**src/rtl/dout_packer.sv**
```systemverilog
// dout_packer: pairs consecutive DATA_WIDTH beats from a no-backpressure
// stream into 2*DATA_WIDTH words and queues them in a small FIFO for a
// valid/ready consumer. Words that find the FIFO full are dropped and
// raise a sticky overflow flag.
module dout_packer #(
  parameter int DATA_WIDTH = 16,
  parameter int DEPTH      = 4,
  parameter int AW         = 2
) (
  input  logic                    HCLK,
  input  logic                    HRESETn,
  input  logic [DATA_WIDTH-1:0]   din,
  input  logic                    din_valid,
  input  logic                    flush,
  output logic [2*DATA_WIDTH-1:0] pk_data,
  output logic                    pk_valid,
  input  logic                    pk_ready,
  output logic [AW:0]             level,
  output logic                    ovf_err,
  input  logic                    clr_err
);

  typedef enum logic {
    ST_EMPTY = 1'b0,
    ST_HALF  = 1'b1
  } pack_state_t;

  localparam logic [AW:0] FULL_LEVEL = (AW+1)'(DEPTH);

  pack_state_t             state_q, state_d;
  logic [DATA_WIDTH-1:0]   lo_q, lo_d;
  logic [AW-1:0]           wptr_q, wptr_d;
  logic [AW-1:0]           rptr_q, rptr_d;
  logic [AW:0]             level_q, level_d;
  logic                    ovf_q, ovf_d;
  logic [2*DATA_WIDTH-1:0] mem_q [DEPTH];

  logic                    push_req;
  logic [2*DATA_WIDTH-1:0] push_word;
  logic                    pop;
  logic                    push_ok;

  // Pack FSM: decide whether this cycle completes a word and what it holds.
  always_comb begin
    state_d   = state_q;
    lo_d      = lo_q;
    push_req  = 1'b0;
    push_word = '0;
    unique case (state_q)
      ST_EMPTY: begin
        if (din_valid && flush) begin
          // A lone beat flushed immediately goes out zero-padded.
          push_req  = 1'b1;
          push_word = {{DATA_WIDTH{1'b0}}, din};
        end else if (din_valid) begin
          lo_d    = din;
          state_d = ST_HALF;
        end
      end
      ST_HALF: begin
        if (din_valid) begin
          // Completing beat wins; a coincident flush has nothing left to emit.
          push_req  = 1'b1;
          push_word = {din, lo_q};
          state_d   = ST_EMPTY;
        end else if (flush) begin
          push_req  = 1'b1;
          push_word = {{DATA_WIDTH{1'b0}}, lo_q};
          state_d   = ST_EMPTY;
        end
      end
      default: state_d = ST_EMPTY;
    endcase
  end

  // FIFO bookkeeping: a full FIFO still accepts a push if it is popping too.
  always_comb begin
    pop     = (level_q != '0) && pk_ready;
    push_ok = push_req && ((level_q != FULL_LEVEL) || pop);
    wptr_d  = push_ok ? wptr_q + 1'b1 : wptr_q;
    rptr_d  = pop ? rptr_q + 1'b1 : rptr_q;
    level_d = level_q;
    if (push_ok && !pop) begin
      level_d = level_q + 1'b1;
    end else if (!push_ok && pop) begin
      level_d = level_q - 1'b1;
    end
    // Sticky overflow: a dropped word takes priority over a clear request.
    ovf_d = ovf_q;
    if (clr_err) begin
      ovf_d = 1'b0;
    end
    if (push_req && !push_ok) begin
      ovf_d = 1'b1;
    end
  end

  // State and pointer registers with synchronous active-low reset.
  always_ff @(posedge HCLK) begin
    if (!HRESETn) begin
      state_q <= ST_EMPTY;
      lo_q    <= '0;
      wptr_q  <= '0;
      rptr_q  <= '0;
      level_q <= '0;
      ovf_q   <= 1'b0;
    end else begin
      state_q <= state_d;
      lo_q    <= lo_d;
      wptr_q  <= wptr_d;
      rptr_q  <= rptr_d;
      level_q <= level_d;
      ovf_q   <= ovf_d;
    end
  end

  // Storage array; contents need no reset because level gates every read.
  always_ff @(posedge HCLK) begin
    if (HRESETn && push_ok) begin
      mem_q[wptr_q] <= push_word;
    end
  end

  assign pk_valid = (level_q != '0);
  assign pk_data  = (level_q != '0) ? mem_q[rptr_q] : '0;
  assign level    = level_q;
  assign ovf_err  = ovf_q;

endmodule

```
**config.mk**
```make
export PLATFORM = sky130hd
export DESIGN_NAME = dout_packer
export DESIGN_NICKNAME = d
export VERILOG_FILES = /design/src/rtl/dout_packer.sv
export SDC_FILE = /design/constraint.sdc
export NUM_CORES = 1
export LEC_CHECK = 0
export BUFFER_PORTS_ARGS = -buffer_cell sky130_fd_sc_hd__buf_2
export CAP_MARGIN = 20
export CORE_AREA = 2 2 148 92
export CTS_CLUSTER_DIAMETER = 150
export DETAILED_ROUTE_END_ITERATION = 7
export DIE_AREA = 0 0 150 94
export PLACE_DENSITY_LB_ADDON = 0.2
export SLEW_MARGIN = 20
export SYNTH_ARGS = -nofsm -noshare
export SYNTH_HDL_FRONTEND = slang
export SYNTH_SLANG_ARGS = --single-unit
```
**constraint.sdc**
```tcl
create_clock -name HCLK -period 2.2 [get_ports HCLK]
set_clock_uncertainty 0.1 [all_clocks]
set_input_delay 0 -clock HCLK [delete_from_list [all_inputs] [get_ports HCLK]]
set_output_delay 0 -clock HCLK [all_outputs]
set_load 0.005 [all_outputs]
```
## After elaboration in Yosys (flattened, before gate mapping)

Memories as Yosys holds them, arrays and structs flattened. A register that Yosys moved wholly into a read port is not among the register bits.
Cells that the tools add are included.

- Flip-flop bits (word level): 25
- RAM bits: 128
- Memories: 1

Memories:

| name | words | bits a word | read ports | clocked after memory_dff | write ports | line | source |
|---|---|---|---|---|---|---|---|
| mem_q | 4 | 32 | 1 | 1 | 1 | 36 | `logic [2*DATA_WIDTH-1:0] mem_q [DEPTH];` |

- $add $sub $neg: 4
- Equal/unequal tests: 1
- Multiplexer cells: 22
- Bitwise operators: 2
- Reduce and logical (&&, ||, !) cells: 14

Operator list:

| kind | count |
|---|---|
| $mux 32 | 2 |
| $pmux 32 s2 | 1 |
| $mux 16 | 2 |
| $mux 1 | 11 |
| $logic_and 1x1->1 | 7 |
| $mux 3 | 2 |
| $add 2x1->2 const B | 2 |
| $mux 2 | 2 |
| $pmux 1 s2 | 2 |
| $reduce_bool 2->1 | 2 |
| $add 3x1->3 const B | 1 |
| $ne 3x3->1 const B | 1 |
| $reduce_and 3->1 | 1 |
| $reduce_bool 3->1 | 1 |
| $sub 3x1->3 const B | 1 |
| $logic_not 1->1 | 2 |
| $not 1->1 | 2 |
| $logic_or 1x1->1 | 1 |

## Logic depth before layout (Yosys ltp)

- Depth in word-level cells: 8
- Mapped depth: 9
- Gate-level depth less buffers: 8

## Worst setup path before layout

OpenSTA, ideal clock, no wires.

- Kind: flip-flop to flip-flop
- From: register state_q
- To: register level_q[2], in the netlist level[2]
- Arrival: 2124 ps
- Slack: -94 ps
- Stages on the path, launching flop included: 10
- Period minus slack after synthesis: 2294 ps
- Path through: dfxtp_1 -> buf_2 -> o21ai_1 -> a21oi_2 -> ha_1 -> inv_1 -> fa_1 -> xor2_1 -> or3_1 -> a21oi_1

- Cells in the longest elaborated chain, start to end: 6
- Elaborated cells on any way between the ends: 8
- Classes of those cells: 2 x mux; 1 x bitwise; 5 x reduce/logical

Ends and longest elaborated chain:

| item | line | source |
|---|---|---|
| start: declaration | 30 | `pack_state_t state_q, state_d;` |
| start signal: assignment | 108 | `state_q <= state_d;` |
| $not 1->1 | -- |  |
| $pmux 1 s2 * | 49 | `unique case (state_q)` |
| $logic_and 1x1->1 * | 79 | `push_ok = push_req && ((level_q != FULL_LEVEL) \|\| pop);` |
| $logic_not 1->1 | 85 | `end else if (!push_ok && pop) begin` |
| $logic_and 1x1->1 | 85 |  |
| $reduce_bool 2->1 (no source line) | -- |  |
| end signal: assignment | 112 | `level_q <= level_d;` |
| end: declaration | 34 | `logic [AW:0] level_q, level_d;` |

Every way passes the cells marked *; elsewhere a longest branch is shown, timed or not.
A chain may end at the register's enable or synchronous reset.

## Final worst setup path

- From: register level_q[2], in the netlist level[2]
- To: register level_q[2], in the netlist level[2]

- Cells in the longest elaborated chain, start to end: 7
- Elaborated cells on any way between the ends: 14
- Classes of those cells: 2 x add/sub; 1 x eq/ne; 2 x mux; 9 x reduce/logical

Ends and longest elaborated chain:

| item |
|---|
| branches (longest 7 deep; another with $sub 3x1->3) |

Parallel ways; which one is timed is not known. The select of a mux whose other input is x is not followed.

==> impl_metrics.env <==
export IMPL_status="completed"
export IMPL_min_from="din_valid"
export IMPL_critical_path_max_fanout=3
export IMPL_rsz0062_at_grt="no"
export IMPL_hold_violations=0
export IMPL_netlist_instances=371
export IMPL_cellPowerDensity_nw_per_um2=1110
export IMPL_setup_tns_final_ns=0
export IMPL_fp_coreArea_um2=12700
export IMPL_cts_made_buffers=17
export IMPL_setup_viol=0
export IMPL_synth_edf_count=128
export IMPL_syn_nets=399
export IMPL_grt_pass1_wl_um=19400
export IMPL_track_usage_pct=18.9
export IMPL_routed_wl_um=12400
export IMPL_yosysWarnings=0
export IMPL_worstMarginPinSlew_ns=0.831
export IMPL_place_hpwl_um=7340
export IMPL_period_minus_slack_ns=2.08
export IMPL_dr_pass1_iters=4
export IMPL_multi_input_area_um2=1740
export IMPL_worstReg2RegStart="level[2]"
export IMPL_initial_core_util_pct=49.3
export IMPL_dr_first_iter_drc_count=180
export IMPL_grt_max_degree=34
export IMPL_synth_async_sr_flop_share_pct=0
export IMPL_cts_tree="done"
export IMPL_clkTransAtPathRegs_ns=0.06
export IMPL_setup_worst_path_end_class="flip-flop"
export IMPL_power_total_mw=8.56
export IMPL_avgSynthCellArea_um2=16.8
export IMPL_cts_max_path_buffers=2
export IMPL_pin_count=59
export IMPL_hold_depth=4
export IMPL_port_buffers=58
export IMPL_htreeDepth=4
export IMPL_min_period_over_period_pct=94.5
export IMPL_ant_nets=0
export IMPL_timing_max_cap_violations=0
export IMPL_r2r_end="level[2]"
export IMPL_die_height_um=94
export IMPL_drive_above_1_share_pct=31.6
export IMPL_routedWlPerCell_um=19.2
export IMPL_peakVddDrop_mv=0.678
export IMPL_slew_violations=0
export IMPL_max_freq_mhz=481
export IMPL_hold_path_class="input pin to flip-flop"
export IMPL_power_leakage_nw=2.76
export IMPL_arrival_ns=2.32
export IMPL_fill_cells=970
export IMPL_first_global_vias=3505
export IMPL_synth_seq_cells=155
export IMPL_num_antenna_cells=0
export IMPL_cts_root_buffer="clkbuf_16"
export IMPL_worstPathRequired_ns=2.44
export IMPL_holdPathEnd="state_q"
export IMPL_ys_seq_area_share_pct=70.3
export IMPL_utilization_pct=60.7
export IMPL_die_w_um=150
export IMPL_reg2reg_depth=8
export IMPL_rrSetupSlack_ns=0.12
export IMPL_startpoint_type="flip-flop"
export IMPL_clock_latency_ns=0.41
export IMPL_ys_flop_type="edfxtp_1"
export IMPL_via_per_inst=5.41
export IMPL_place_gp_congestion=0.690
export IMPL_syn_area_um2=6230
export IMPL_grt_overflow=0
export IMPL_grt_antenna_before_repair=0
export IMPL_nNetsFinal=493
export IMPL_post_synth_num_cell_types=33
export IMPL_num_vias=3504
export IMPL_die_area_um2=14100
export IMPL_worstSetupPathType="flip-flop to flip-flop"
export IMPL_seqCellArea_um2=4390
export IMPL_area_growth_syn_to_layout_pct=23.1
export IMPL_clock_sinks=155
export IMPL_rows=32
export IMPL_drc=0
export IMPL_slew_headroom_pct=44.5
## metal layers
metal | part of all wire (%) | vias to the layer above | track usage (%)
li1 | - | 1614 | -
met1 | 47 | 1766 | 27.8
met2 | 46 | 116 | 28.0
met3 | 6.6 | 8 | 4.42
met4 | 0.46 | 0 | 6.29
met5 | 0 | - | 0
## worst max-delay path by stage
stage,slack [ns],cells past startpoint,end,startpoint
finish,0.12,8,level[2],level[2]
global route,0.01,8,level[2],level[2]
floorplan,0.01,4,mem_q[0][0],state_q
detailed placement,-0.04,7,level[2],level[1]
global placement,0.18,7,level[2],level[1]
CTS,0.03,8,level[2],level[1]
## synth_stat cells, drive strengths merged (6+ instances only)
cell type,count,area share [%]
a21oi,19,1.6
edfxtp,128,62
nor2,6,0.40
a22o,16,2.2
nand2,37,2.2
mux4,32,12
dfxtp,27,8.7
buf,14,1.5
and3,20,2.0
nor2b,32,3.2
clkbuf,8,0.48
## registers in the layout (all words and copies together), names as in the netlist, named ones only
name / cells
level: 3
lo_q: 16
ovf_err: 1
rptr_q: 2
state_q: 1
mem_q: 128
wptr_q: 2
## area by class of cell
class / instances / area share (%)
flip-flops and latches: 155 / 57.2
multi-input cells: 189 / 22.6
repair buffers: 97 / 9.26
clock buffers: 21 / 6.00
well taps: 170 / 2.77
clock inverters: 11 / 1.91
inverters: 5 / 0.244
## power breakdown
| part | total [mW] | internal, mW | switching (mW) |
|---|---|---|---|
| Sequential | 3.40 | 3.31 | 0.0876 |
| Combinational | 2.20 | 1.10 | 1.09 |
| Clock | 2.96 | 1.84 | 1.12 |
## repair_timing
item	4_1_cts	5_1_grt
hold endpoints to repair	152	0
buffers inserted	0	1
gates resized for setup	1	3
hold buffers	21	0
endpoints found under the setup margin	1	2
## layout by cell type (no fill, tap or decap), types with 2 or more instances in the layout
cell type / n
nor2_1: 5
buf_2: 58
clkbuf_16: 17
inv_1: 5
buf_12: 6
ha_1: 4
nand2_1: 37
dfxtp_2: 4
clkinvlp_4: 2
buf_4: 12
xor2_1: 4
mux2i_1: 3
bufinv_16: 3
clkinv_2: 3
dfxtp_1: 23
mux4_2: 32
clkbuf_8: 2
a21oi_1: 18
clkinv_4: 3
nor2b_1: 32
clkbuf_1: 2
edfxtp_1: 128
and3_1: 20
dlygate4sd3_1: 21
a22o_1: 16
## cells by family (layout without fill, tap and decap cells)
family	Yosys count	in the layout	share of synthesized area, %
buffers and inverters	27	134	2.31
muxes	35	35	12.0
AOI/OAI and AO/OA	41	41	4.54
and+or+nand+nor	102	102	8.77
adders and majority gates	6	6	1.32
xor gates and xnor gates	5	5	0.702
DFF	155	155	70.3
## critical path, cell delays in order, from the launching register on
cell     delay (ns)
dfxtp_1        0.35
nor4b_2        0.19
a21oi_2        0.14
ha_2           0.21
inv_1          0.06
fa_2           0.34
xor2_1         0.17
or3_1          0.31
a21oi_1        0.14
## per-stage QoR
stage | hold WS (ns) | instance area [um^2] | worst slack, ns | std cells
floorplan | -0.0301 | 6250 | 0.0120 | 371
global placement | 0.145 | 6830 | 0.177 | 594
detailed placement | 0.158 | 6830 | -0.0427 | 594
CTS | 0.00694 | 7650 | 0.0252 | 647
global route | 0.0491 | 7680 | 0.00987 | 648
finish | 0.0235 | 7680 | 0.121 | 648
No activity file was read; power rests on OpenSTA's default activity.
